$ cat src/rtl/cmp_sort_ctrl_pkg.sv
// rtl/cmp_sort_ctrl_pkg.sv - shared state encoding and default sizes for the burst sorter
package cmp_sort_ctrl_pkg;

  typedef enum logic [1:0] {
    ST_LOAD  = 2'd0,
    ST_SORT  = 2'd1,
    ST_DRAIN = 2'd2
  } state_t;

  localparam int DEF_W      = 4;
  localparam int DEF_N      = 8;
  localparam int SWAP_CNT_W = 8;

endpackage

$ cat src/rtl/cmp_sort_ctrl_cmp.sv
// rtl/cmp_sort_ctrl_cmp.sv - signed magnitude comparator shared by the sort controller
module cmp_sort_ctrl_cmp #(
  parameter int W = 4
) (
  input  logic [W-1:0] a,
  input  logic [W-1:0] b,
  output logic         altb,
  output logic         aeqb,
  output logic         agtb
);

  // two's-complement compare; exactly one flag is high at a time
  always_comb begin
    altb = ($signed(a) <  $signed(b));
    aeqb = (a == b);
    agtb = ($signed(a) >  $signed(b));
  end

endmodule

$ cat src/rtl/cmp_sort_ctrl.sv
// rtl/cmp_sort_ctrl.sv - load/bubble-sort/drain controller; SORT_EARLY_EXIT_EN ends sorting after a swap-free pass
module cmp_sort_ctrl
  import cmp_sort_ctrl_pkg::*;
#(
  parameter int W = DEF_W,
  parameter int N = DEF_N
) (
  input  logic                  clk,
  input  logic                  rst,
  input  logic                  in_valid,
  output logic                  in_ready,
  input  logic [W-1:0]          in_data,
  output logic                  out_valid,
  input  logic                  out_ready,
  output logic [W-1:0]          out_data,
  output logic                  busy,
  output logic [SWAP_CNT_W-1:0] swap_cnt
);

  localparam int IW = (N > 2) ? $clog2(N) : 1;

  state_t        state, state_nxt;
  logic [W-1:0]  sbuf [N];
  logic [IW-1:0] wr_idx, rd_idx, idx, pass;
  logic [IW-1:0] idx_n;
  logic          altb, aeqb, agtb;
  logic          last_cmp, last_pass, pass_clean, sort_done;

  assign idx_n     = idx + 1'b1;
  assign last_cmp  = (idx  == IW'(N - 2));
  assign last_pass = (pass == IW'(N - 2));

`ifdef SORT_EARLY_EXIT_EN
  logic swapped;
  // a pass is clean when neither an earlier compare nor this final one swapped
  assign pass_clean = !(swapped || agtb);
`else
  assign pass_clean = 1'b0;
`endif

  assign sort_done = last_cmp && (last_pass || pass_clean);

  cmp_sort_ctrl_cmp #(.W(W)) u_cmp (
    .a    (sbuf[idx]),
    .b    (sbuf[idx_n]),
    .altb (altb),
    .aeqb (aeqb),
    .agtb (agtb)
  );

  // state register
  always_ff @(posedge clk or posedge rst) begin
    if (rst) state <= ST_LOAD;
    else     state <= state_nxt;
  end

  // next-state decode and handshake outputs
  always_comb begin
    state_nxt = state;
    in_ready  = 1'b0;
    out_valid = 1'b0;
    busy      = 1'b0;
    out_data  = '0;
    case (state)
      ST_LOAD: begin
        in_ready = 1'b1;
        if (in_valid && (wr_idx == IW'(N - 1))) state_nxt = ST_SORT;
      end
      ST_SORT: begin
        busy = 1'b1;
        if (sort_done) state_nxt = ST_DRAIN;
      end
      ST_DRAIN: begin
        busy      = 1'b1;
        out_valid = 1'b1;
        out_data  = sbuf[rd_idx];
        if (out_ready && (rd_idx == IW'(N - 1))) state_nxt = ST_LOAD;
      end
      default: state_nxt = ST_LOAD;
    endcase
  end

  // buffer, indices and swap counter; aeqb/altb leave the pair untouched
  always_ff @(posedge clk or posedge rst) begin
    if (rst) begin
      for (int k = 0; k < N; k++) sbuf[k] <= '0;
      wr_idx   <= '0;
      rd_idx   <= '0;
      idx      <= '0;
      pass     <= '0;
      swap_cnt <= '0;
`ifdef SORT_EARLY_EXIT_EN
      swapped  <= 1'b0;
`endif
    end else begin
      case (state)
        ST_LOAD: begin
          if (in_valid) begin
            sbuf[wr_idx] <= in_data;
            if (wr_idx == IW'(N - 1)) begin
              wr_idx   <= '0;
              idx      <= '0;
              pass     <= '0;
              swap_cnt <= '0;
`ifdef SORT_EARLY_EXIT_EN
              swapped  <= 1'b0;
`endif
            end else begin
              wr_idx <= wr_idx + 1'b1;
            end
          end
        end
        ST_SORT: begin
          if (agtb) begin
            sbuf[idx]   <= sbuf[idx_n];
            sbuf[idx_n] <= sbuf[idx];
            if (swap_cnt != '1) swap_cnt <= swap_cnt + 1'b1;
`ifdef SORT_EARLY_EXIT_EN
            swapped <= 1'b1;
`endif
          end
          if (last_cmp) begin
            idx  <= '0;
            pass <= pass + 1'b1;
`ifdef SORT_EARLY_EXIT_EN
            swapped <= 1'b0;
`endif
            if (sort_done) rd_idx <= '0;
          end else begin
            idx <= idx + 1'b1;
          end
        end
        ST_DRAIN: begin
          if (out_ready) begin
            if (rd_idx == IW'(N - 1)) begin
              rd_idx <= '0;
              wr_idx <= '0;
            end else begin
              rd_idx <= rd_idx + 1'b1;
            end
          end
        end
        default: ;
      endcase
    end
  end

endmodule

$ cat config.mk
export PLATFORM = sky130hd
export DESIGN_NAME = cmp_sort_ctrl
export DESIGN_NICKNAME = d
export VERILOG_FILES = /design/src/rtl/cmp_sort_ctrl_pkg.sv /design/src/rtl/cmp_sort_ctrl_cmp.sv /design/src/rtl/cmp_sort_ctrl.sv
export SDC_FILE = /design/constraint.sdc
export NUM_CORES = 1
export LEC_CHECK = 0
export ABC_CLOCK_PERIOD_IN_PS = 6800
export CAP_MARGIN = 20
export CORE_MARGIN = 2
export CORE_UTILIZATION = 60
export CTS_CLUSTER_SIZE = 14
export DETAILED_ROUTE_END_ITERATION = 10
export GPL_TIMING_DRIVEN = 0
export PLACE_DENSITY = 0.82
export SLEW_MARGIN = 20
export SYNTH_ARGS = -nofsm -noshare
export SYNTH_HDL_FRONTEND = slang
export SYNTH_HIERARCHICAL = 1
export SYNTH_SLANG_ARGS = --single-unit
$ cat constraint.sdc
create_clock -name clk -period 6.8 [get_ports clk]
set_input_delay 1.36 -clock clk [delete_from_list [all_inputs] [get_ports clk]]
set_output_delay 1.36 -clock clk [all_outputs]
set_load 0.005 [all_outputs]
Word-level counts from Yosys, hierarchy flattened. Index checks and enable logic that the tools add are counted. W data, S select, Z words.

Shifts and indexed selects: 0. Multiply operators: 0. Reduce and logical (&&, ||, !) cells: 18. Mux-type cells: 50. Magnitude comparators: 8. Bitwise operators: 4. Div/mod/pow operators: 0. Equality and inequality tests: 17. $add $sub $neg: 5.

Operators by type and width (number): $bwmux W32 (3); $mux W32 (2); $pmux W32 S2 (1); $mux W4 (10); $bmux W4 S3 (3); $demux W4 S3 (3); $mux W3 (12); $mux W8 (4); $pmux W3 S2 (4); $ne A2 B2 Y1 const B (10); $ge A4 B4 Y1 const B (4); $not A3 Y4 (4); $pmux W8 S2 (1); $add A3 B1 Y3 const B (4); $eq A3 B3 Y1 const B (4); $lt A4 B1 Y1 const B (3); $reduce_and A4 Y1 (3); $reduce_and A3 Y1 (3); $add A8 B1 Y8 const B (1); $ne A8 B8 Y1 const B (1); $logic_and A1 B1 Y1 (6); $mux W2 (3); $pmux W2 S3 (1); $reduce_bool A2 Y1 (3); other kinds (7) (9).

Logic and storage cells: 116. Latch bits: 0. Input bits: 8. Memories: 0. RAM bits: 0. ROM bits: 0. Output and inout port bits: 15. Register bits: 54.

Longest topological paths before layout. Gate-level depths: netlist (run 1).

Depth after elaboration: 9. Mapped depth: 19. Mapped depth without buffers: 14.

Hierarchy. Netlist (run 1), hierarchy kept.

Modules (own cells, without submodules): cmp_sort_ctrl (instances 1, cells an instance 464, seq. area each 1351.3 sq um, area an instance 4349.2 sq um); cmp_sort_ctrl_cmp (instances 1, cells an instance 15, seq. area each 0.0 sq um, area an instance 117.6 sq um).

Worst setup path after synthesis (run 1). Ideal clock, no wire load.

Kind: register to register. Start point: reg idx[0]. End point: reg sbuf[5] (netlist name). Period minus slack after synthesis: 3.734 ns. Data arrival time: 3.668 ns. Library setup time: 0.066 ns. Buffers on the path: 4. Data required time: 6.734 ns. Stages on the path, launching flop included: 18. Slack: 3.066 ns. Cell sequence: dfrtp_1 -> buf_4 -> inv_2 -> ha_1 -> buf_6 -> buf_6 -> mux2i_1 -> mux4_2 -> inv_1 -> inv_1 -> ha_1 -> and4_2 -> a21oi_1 -> nor2b_1 -> or3_1 -> clkbuf_1 -> a31oi_1 -> o32a_1.

Elaborated cells on any way between the ends: 26. Those cells by class: add/sub (1); order compare (5); eq/ne (1); mux (14); bitwise (2); reduce/logical (3).

RTL lines: start, declared (RTL line cmp_sort_ctrl.sv:24) `logic [IW-1:0] wr_idx, rd_idx, idx, pass;`; start signal, assigned (RTL line cmp_sort_ctrl.sv:130) `idx <= idx + 1'b1;`; $add A3 B1 Y3 (RTL line cmp_sort_ctrl.sv:29) `assign idx_n = idx + 1'b1;`; $not A3 Y4 (implied by the code) (RTL line cmp_sort_ctrl.sv:45) `.b (sbuf[idx_n]),`; $bmux W4 S3 (RTL line cmp_sort_ctrl.sv:45); $mux W4 (implied by the code) (2 in a row) (RTL line cmp_sort_ctrl.sv:45); $gt A4 B4 Y1 * (RTL line cmp_sort_ctrl_cmp.sv:16) `agtb = ($signed(a) > $signed(b));`; via agtb (RTL line cmp_sort_ctrl.sv:26) `logic altb, aeqb, agtb;`; $ne A2 B2 Y1 (no line) *; $reduce_and A3 Y1 (no line) *; end signal, assigned by index (RTL line cmp_sort_ctrl.sv:99) `sbuf[wr_idx] <= in_data;`; end signal, assigned by index (RTL line cmp_sort_ctrl.sv:115) `sbuf[idx] <= sbuf[idx_n];`; end signal, assigned by index (RTL line cmp_sort_ctrl.sv:116) `sbuf[idx_n] <= sbuf[idx];`; end, declared (RTL line cmp_sort_ctrl.sv:23) `logic [W-1:0] sbuf [N];`.

Mark *: on every way through the listed nets, which the timed path passes. The rest lies on a longest branch. The select of a mux whose other input is x is not followed. A chain may end at the register's enable or synchronous reset.

Final worst setup path (run 1).
Start point: reg idx[0]. End point: reg sbuf[25] (netlist name).

Same word-level chain as after synthesis.

==> impl_metrics.csv, run 1 <==
group,metric,value,unit
logic_synthesis,synth_warnings,6,
cells_and_area,finalNetCount,532,
die,io_pins,23,
die,core-area,7214,sq um
grt,grt_pass1_vias,4379,
cells_and_area,fillers,613,
timing,maxSlewHeadroom,50.79,%
die,die_h,90.22,um
timing,period_minus_slack,4702,ps
setup_path,cp-end-kind,"flop",
logic_synthesis,synthCells,478,
placement,place_hpwl,11120,um
min_path,hold_path_depth,1,
min_path,min_path_type,"flop to flop",
placement,gp_congestion,1.013,
clock_network,worstSkewPairLatency,330,ps
drt,num_vias,4461,
grt,grt_max_degree,55,
logic_synthesis,synth.avg_cell_area,9.332,sq um
drt,drtPass1Iterations,5,
clock_network,clk_pin_slew_worst_paths,110,ps
setup_path,cp_max_fo,10,
timing,hold_ws,556.3,ps
setup_path,crit_arrival,4970,ps
drt,wl_met3,2042,um
grt,grt_pass1_wl,24420,um
clock_network,hold_buffers,0,
clock_network,cts_buffers,5,
cells_and_area,antenna_cells,0,
setup_path,worstPathCellList,"buf_4 > inv_2 > ha_1 > buf_6 > buf_6 > mux2i_1 > mux4_2 > inv_1 > inv_1 > ha_1 > and4_2 > a21oi_1 > nor2b_1 > or3_1 > clkbuf_1 > a31oi_1 > o32a_1",
setup_path,startpoint,"idx[0]$_DFFE_PP0P_",
drt,wl_met2,6781,um
grt,grt_overflow,0,
timing,max_freq,0.2127,GHz
setup_path,cp-start-kind,"flop",
timing,fin_skew,7.886,ps
setup_path,cp_slowest_stage_delay,640,ps
placement,io_buffers,22,
grt,antenna_found_initial,0,
grt,grt_use_total,38.59,%
timing,setup_ws,2098,ps
min_path,min_from,"state[1]$_DFFE_PP0P_",
clock_network,clock_path_buffers,2,
setup_path,crit_type,"flop to flop",
setup_path,ff2ff_setup_slack,2100,ps
timing,period_share,69.15,%
run,cap_violations,0,
setup_path,cp.required,7070,ps
timing,slew_violations,0,
clock_network,htreeDepth,2,
logic_synthesis,synth_nets,503,
setup_path,r2r_start,"idx[0]$_DFFE_PP0P_",
timing,setup_viol,0,
cells_and_area,syn_to_final_growth,10.86,%
die,num_rows,31,
placement,dpl_cell_area,4807,sq um
status,status,"completed",
timing,rsz0062_at_grt,"false",
cells_and_area,drive_gt1_share,12.60,%
setup_path,ff2ff_path_depth,17,
cells_and_area,design_area,4945,sq um
drt,routed_wl,15260,um
setup_path,reg2reg_to,"sbuf[25]$_DFFE_PP0P_",
timing,worst_slew_pin_slew,738.1,ps
drt,routed_via_density,7.349,
clock_network,cts_setup_buffers,0,
drt,drc,0,
drt,drt_iter0_markers,568,
setup_path,cp_top_family,"buffers and inverters",
die,start_util,61.83,%
timing,hold_viol,0,
drt,top_layer,"met4",
drt,wl_met1,5884,um
die,dieArea,8140,sq um
setup_path,crit_path_top_delay_cell,"mux4_2",
setup_path,crit_buf_inv,7,
die,die_w,90.22,um
clock_network,cts_tree,"yes",
placement,dp_slack,2295,ps
clock_network,root_buffer,"clkbuf_8",
clock_network,cts_sinks,54,
drt,ant_nets,0,
logic_synthesis,synth_area,4461,sq um
clock_network,cts_resized,0,
min_path,hold_end,"state[1]$_DFFE_PP0P_",
drt,drt-wirelength-per-cell,25.14,um
timing,fin_tns_setup,0,ps
## layout by cell type (no fill, tap or decap), drive strengths merged, types with 3 or more instances in the layout
master	count
dfrtp	54
nand2	32
o21ai	32
a21oi	31
nor2	24
inv	24
clkdlybuf4s50	22
clkbuf	21
o22a	20
mux4	18
mux2i	18
ha	17
buf	16
nor2b	14
o32a	13
o221ai	13
nor3	12
nand3	12
mux2	10
a31oi	9
nand2b	7
o22ai	6
or4	6
o211ai	6
and3b	5
o31ai	5
a21boi	4
o21a	4
nand4	4
nor3b	4
or3	3
and3	3
and2	3
nand4b	3
## through the flow
| step | instances | utilization [%] |
|---|---|---|
| 2_1_floorplan | 478 | - |
| 3_3_place_gp | 599 | 66.60 |
| 3_5_place_dp | 599 | 66.63 |
| 4_1_cts | 607 | 68.54 |
| 5_1_grt | 607 | 68.54 |
| 6_report | 607 | 68.54 |
## worst max-delay path by stage
stage | slack, ps | cells past startpoint | end
finish | 2100 | 17 | sbuf[25]$_DFFE_PP0P_
global route | 1980 | 17 | sbuf[25]$_DFFE_PP0P_
CTS | 2230 | 18 | sbuf[6]$_DFFE_PP0P_
detailed placement | 2290 | 18 | sbuf[6]$_DFFE_PP0P_
global placement | 2320 | 18 | sbuf[6]$_DFFE_PP0P_
floorplan | 3070 | 17 | sbuf[5]$_DFFE_PP0P_
## per-layer routing
metal  global-route usage [%]  up-vias
met5                        0        -
li1                         -     1908
met3                    10.65       61
met2                    57.58      349
met4                    15.77        0
met1                    53.39     2143
## state kept, by name, summed over array words and instances, names as in the netlist
signal and flops:
swap_cnt 8, pass 3, sbuf 32, state 2, wr_idx 3, rd_idx 3, idx 3
## cell type report
class,count,area [sq um],share of cell area [%]
Clock buffer,5,68.82,1.392
Sequential cell,54,1351,27.33
Tap cell,99,123.9,2.505
Multi-Input combinational cell,367,2859,57.82
Clock inverter,3,68.82,1.392
Timing Repair Buffer,22,220.2,4.453
Inverter,25,96.34,1.948
Buffer,32,156.4,3.163
Power of run 1 is not shown: default switching activity piles up to over one toggle a cycle in this logic, so the estimate is an artifact.
==> run 2, diff against run 1 <==
- ABC_CLOCK_PERIOD_IN_PS: 6800 -> 4090
- CORE_UTILIZATION: 60 -> 55
- PLACE_DENSITY: 0.82 -> 0.79
- clock period: 6.8 -> 4.09 ns (I/O delays scaled with it)
==> impl_metrics.csv, run 2 (synthesis results as in run 1) <==
group,metric,value,unit
cells_and_area,post-route-util,65.58,%
grt,grt_pass1_vias,4277,
cells_and_area,fillers,662,
setup_path,worstPathCellList,"buf_6 > inv_6 > ha_1 > buf_6 > clkbuf_4 > mux2i_1 > mux4_2 > inv_1 > inv_1 > ha_1 > and4_2 > a21oi_2 > nor2b_1 > or3_4 > buf_8 > a31oi_4 > o32a_1",
cells_and_area,final_common_cell,"dfrtp_1",
cells_and_area,finalNetCount,537,
clock_network,cts_tree,"yes",
clock_network,cts_buffers,5,
clock_network,worstSkewPairLatency,320,ps
die,core-area,7807,sq um
setup_path,cp-start-kind,"flop",
cells_and_area,largest_reg_flops,32,
setup_path,cp.required,4360,ps
status,status,"completed",
timing,period_share,97.86,%
cells_and_area,largest-register,"sbuf",
timing,hold_ws,542.9,ps
placement,gp_congestion,0.9927,
grt,antenna_found_initial,0,
clock_network,clock_path_buffers,2,
cells_and_area,stdcell_count,615,
die,dieArea,8846,sq um
grt,met1_usage,49.92,%
grt,grt_pass1_wl,23770,um
placement,io_buffers,22,
clock_network,htreeDepth,2,
die,io_pins,23,
grt,use_met3,7.384,%
cells_and_area,drive_gt1_share,16.18,%
setup_path,crit_arrival,4270,ps
clock_network,root_buffer,"clkbuf_8",
grt,met2_usage,53.99,%
timing,fin_tns_setup,0,ps
timing,period_minus_slack,4003,ps
grt,grt_use_total,35.09,%
drt,routed_via_density,7.237,
timing,setup_viol,0,
cells_and_area,multi_input_comb_area,2989,sq um
setup_path,cp_slowest_stage_delay,590,ps
grt,grt_busiest_layer,"met2",
clock_network,cts_sinks,54,
setup_path,crit_buf_inv,7,
timing,rsz0062_at_grt,"true",
die,die_w,94.06,um
placement,place_hpwl,10800,um
grt,grt_max_degree,55,
run,cap_violations,0,
clock_network,clk_pin_slew_worst_paths,120,ps
timing,worst_slew_pin_slew,767.7,ps
drt,drtPass1Iterations,8,
cells_and_area,final_cell_mix,"dfrtp_1, nand2_1, o21ai_0",
cells_and_area,antenna_cells,0,
clock_network,hold_buffers,0,
timing,max_freq,0.2498,GHz
drt,drt-wirelength-per-cell,24.24,um
timing,fin_skew,17.82,ps
grt,grt_overflow,0,
timing,hold_viol,0,
drt,drt_iter0_markers,691,
timing,maxSlewHeadroom,48.36,%
setup_path,crit_path_top_delay_cell,"mux4_2",
die,num_rows,32,
setup_path,crit_type,"flop to flop",
setup_path,cp_top_family,"buffers and inverters",
cells_and_area,seq_area,1351,sq um
drt,drc,0,
die,die_h,94.06,um
timing,slew_violations,0,
die,start_util,57.13,%
drt,ant_nets,0,
placement,placedCellCount,602,
cells_and_area,syn_to_final_growth,14.78,%
drt,num_vias,4451,
min_path,min_path_type,"flop to flop",
drt,routed_wl,14910,um
setup_path,cp_max_fo,10,
setup_path,cp-end-kind,"flop",
cells_and_area,reg_top3,"sbuf x32, swap_cnt x8",
-- run 2: changes by cell type in the layout (fill, tap and decap cells not counted), moves of 2 or more --
cell,delta
a31oi_1,-7
a31oi_4,+7
buf_4,+5
clkbuf_1,-3
a21oi_1,-2
bufinv_16,-2
inv_6,+2
-- run 2: final cells by class --
type	instances	area share, %
Buffer	32	3.543
Sequential cell	54	26.39
Timing Repair Buffer	27	5.279
Inverter	25	1.979
Tap cell	102	2.493
Clock buffer	6	1.613
Clock inverter	2	0.3177
Multi-Input combinational cell	367	58.38
-- run 2: per-stage QoR --
| stage | instance area [sq um] | worst slack [ps] |
|---|---|---|
| after floorplan | 4461 | 355.7 |
| after global placement | 4808 | -420.4 |
| after detailed placement | 4811 | -496.6 |
| after CTS | 5070 | 31.14 |
| after global routing | 5120 | 0.5542 |
| final | 5120 | 87.43 |
-- run 2: metal layers --
metal | vias up | wire length [um]
met5 | - | 0
met4 | 0 | 458
met3 | 56 | 1619
met2 | 309 | 6852
met1 | 2172 | 5977
li1 | 1914 | -
-- run 2: worst register-to-register path: cells and delay by family (launching register included) --
family	cells	cell delay, ps
flip-flops	1	380
buffers and inverters	7	910
adder cells (fa/ha/maj)	2	590
multiplexers	2	740
AND/OR/NAND/NOR	3	700
AO/OA/AOI/OAI	3	610
-- run 2: final timing paths --
path                                      startpoint                 endpoint  slack, ps  depth (start not counted)
worst max register to register    idx[0]$_DFFE_PP0P_     sbuf[25]$_DFFE_PP0P_         90                         17
max in group asynchronous                        rst     sbuf[20]$_DFFE_PP0P_       2660                          2
worst min-delay path            state[1]$_DFFE_PP0P_     state[1]$_DFFE_PP0P_        540                          1
worst max-delay path              idx[0]$_DFFE_PP0P_     sbuf[25]$_DFFE_PP0P_         90                         17
worst min register to register  state[1]$_DFFE_PP0P_     state[1]$_DFFE_PP0P_        540                          1
min in group asynchronous                        rst  swap_cnt[2]$_DFFE_PP0P_        960                          2
-- run 2: repair_timing --
item,CTS,global route
setup buffers,2,3
setup endpoints to repair,38,38
resized for setup,24,9
Power of run 2 is left out for the same reason.
==> run 3, diff against run 2 <==
- CTS_CLUSTER_SIZE: 14 -> 16
- SKIP_CTS_REPAIR_TIMING: unset -> 1
==> impl_metrics.csv, run 3 (synthesis results as in run 1) <==
group,metric,value,unit
placement,io_buffers,22,
grt,grt_overflow,0,
setup_path,cp-start-kind,"flop",
timing,period_share,97.09,%
clock_network,root_buffer,"clkbuf_8",
grt,grt_pass1_vias,4281,
grt,antenna_found_initial,0,
clock_network,worstSkewPairLatency,320,ps
drt,drtPass1Iterations,6,
drt,routed_wl,14730,um
setup_path,cp-end-kind,"flop",
clock_network,clock_path_buffers,2,
clock_network,cts_tree,"yes",
die,start_util,57.13,%
cells_and_area,final_cell_mix,"dfrtp_1, nand2_1, o21ai_0",
setup_path,crit_arrival,4220,ps
timing,rsz0062_at_grt,"false",
drt,drt-wirelength-per-cell,23.95,um
run,cap_violations,0,
die,io_pins,23,
drt,ant_nets,0,
setup_path,cp_max_fo,10,
setup_path,crit_type,"flop to flop",
timing,maxSlewHeadroom,46.65,%
cells_and_area,final_common_cell,"dfrtp_1",
cells_and_area,reg_top3,"sbuf x32, swap_cnt x8",
cells_and_area,finalNetCount,537,
grt,grt_max_degree,55,
status,status,"completed",
setup_path,cp.required,4340,ps
timing,fin_skew,18.64,ps
timing,max_freq,0.2518,GHz
timing,slew_violations,0,
drt,drt_iter0_markers,561,
timing,hold_viol,0,
cells_and_area,largest_reg_flops,32,
drt,num_vias,4426,
min_path,min_path_type,"flop to flop",
placement,gp_congestion,0.9927,
die,num_rows,32,
cells_and_area,antenna_cells,0,
grt,grt_pass1_wl,23490,um
grt,grt_use_total,34.54,%
die,die_h,94.06,um
drt,drc,0,
cells_and_area,drive_gt1_share,15.98,%
die,die_w,94.06,um
die,dieArea,8846,sq um
timing,period_minus_slack,3971,ps
clock_network,cts_sinks,54,
timing,setup_viol,0,
drt,routed_via_density,7.197,
clock_network,htreeDepth,2,
cells_and_area,post-route-util,65.30,%
cells_and_area,largest-register,"sbuf",
placement,place_hpwl,10800,um
die,core-area,7807,sq um
cells_and_area,syn_to_final_growth,14.31,%
clock_network,cts_buffers,5,
timing,worst_slew_pin_slew,793.1,ps
clock_network,clk_pin_slew_worst_paths,120,ps
## run 3: cell types whose count changed in the layout (fill, tap and decap cells not counted)
cell | before | now
buf_12 | 1 | 0
or3_1 | 2 | 3
or3_4 | 1 | 0
clkbuf_4 | 1 | 2
buf_6 | 3 | 4
buf_8 | 1 | 0
## run 3: area by class of cell
class	count	area (sq um)
multi-input cells	367	2984
fillers	665	2709
flip-flops and latches	54	1351
repair buffers	27	257.7
plain buffers	32	177.7
well taps	102	127.6
inverters	25	101.3
clock buffers	6	82.58
clock inverters	2	16.27
## run 3: critical path: stages, from the launching register on
cell and delay [ps]:
dfrtp_1 410, buf_6 130, inv_6 100, ha_1 250
buf_6 140, clkbuf_4 210, mux2i_1 140, mux4_2 580
inv_1 100, inv_1 40, ha_1 280, and4_2 190
a21oi_2 150, nor2b_1 90, or3_1 430, buf_6 200
a31oi_4 230, o32a_1 200
## run 3: routing by layer
layer | wire [um] | global-route usage (%) | up-vias
li1 | - | - | 1916
met1 | 5889 | 49.25 | 2141
met2 | 6665 | 52.98 | 302
met3 | 1578 | 6.019 | 67
met4 | 597 | 12.32 | 0
met5 | 0 | 0 | -
## run 3: through the flow
step	area, sq um	TNS, ps	instances	worst slack (ps)	hold slack [ps]
2_1_floorplan	4461	0	478	355.7	486.4
3_3_place_gp	4808	-11310	602	-420.4	513.4
3_5_place_dp	4811	-14110	602	-496.6	513.4
4_1_cts	4910	-15330	610	-537.3	546.4
5_1_grt	5099	0	615	3.399	562.7
6_report	5099	0	615	118.8	542.6
## run 3: path summary, 6_finish.rpt
path	startpoint	end	slack, ps	depth (start not counted)
max	idx[0]$_DFFE_PP0P_	sbuf[18]$_DFFE_PP0P_	120	17
max reg2reg	idx[0]$_DFFE_PP0P_	sbuf[18]$_DFFE_PP0P_	120	17
max in group asynchronous	rst	sbuf[20]$_DFFE_PP0P_	2680	2
min reg2reg	state[1]$_DFFE_PP0P_	state[1]$_DFFE_PP0P_	540	1
min in group asynchronous	rst	swap_cnt[4]$_DFFE_PP0P_	950	2
min	state[1]$_DFFE_PP0P_	state[1]$_DFFE_PP0P_	540	1
Power of run 3 is left out for the same reason.
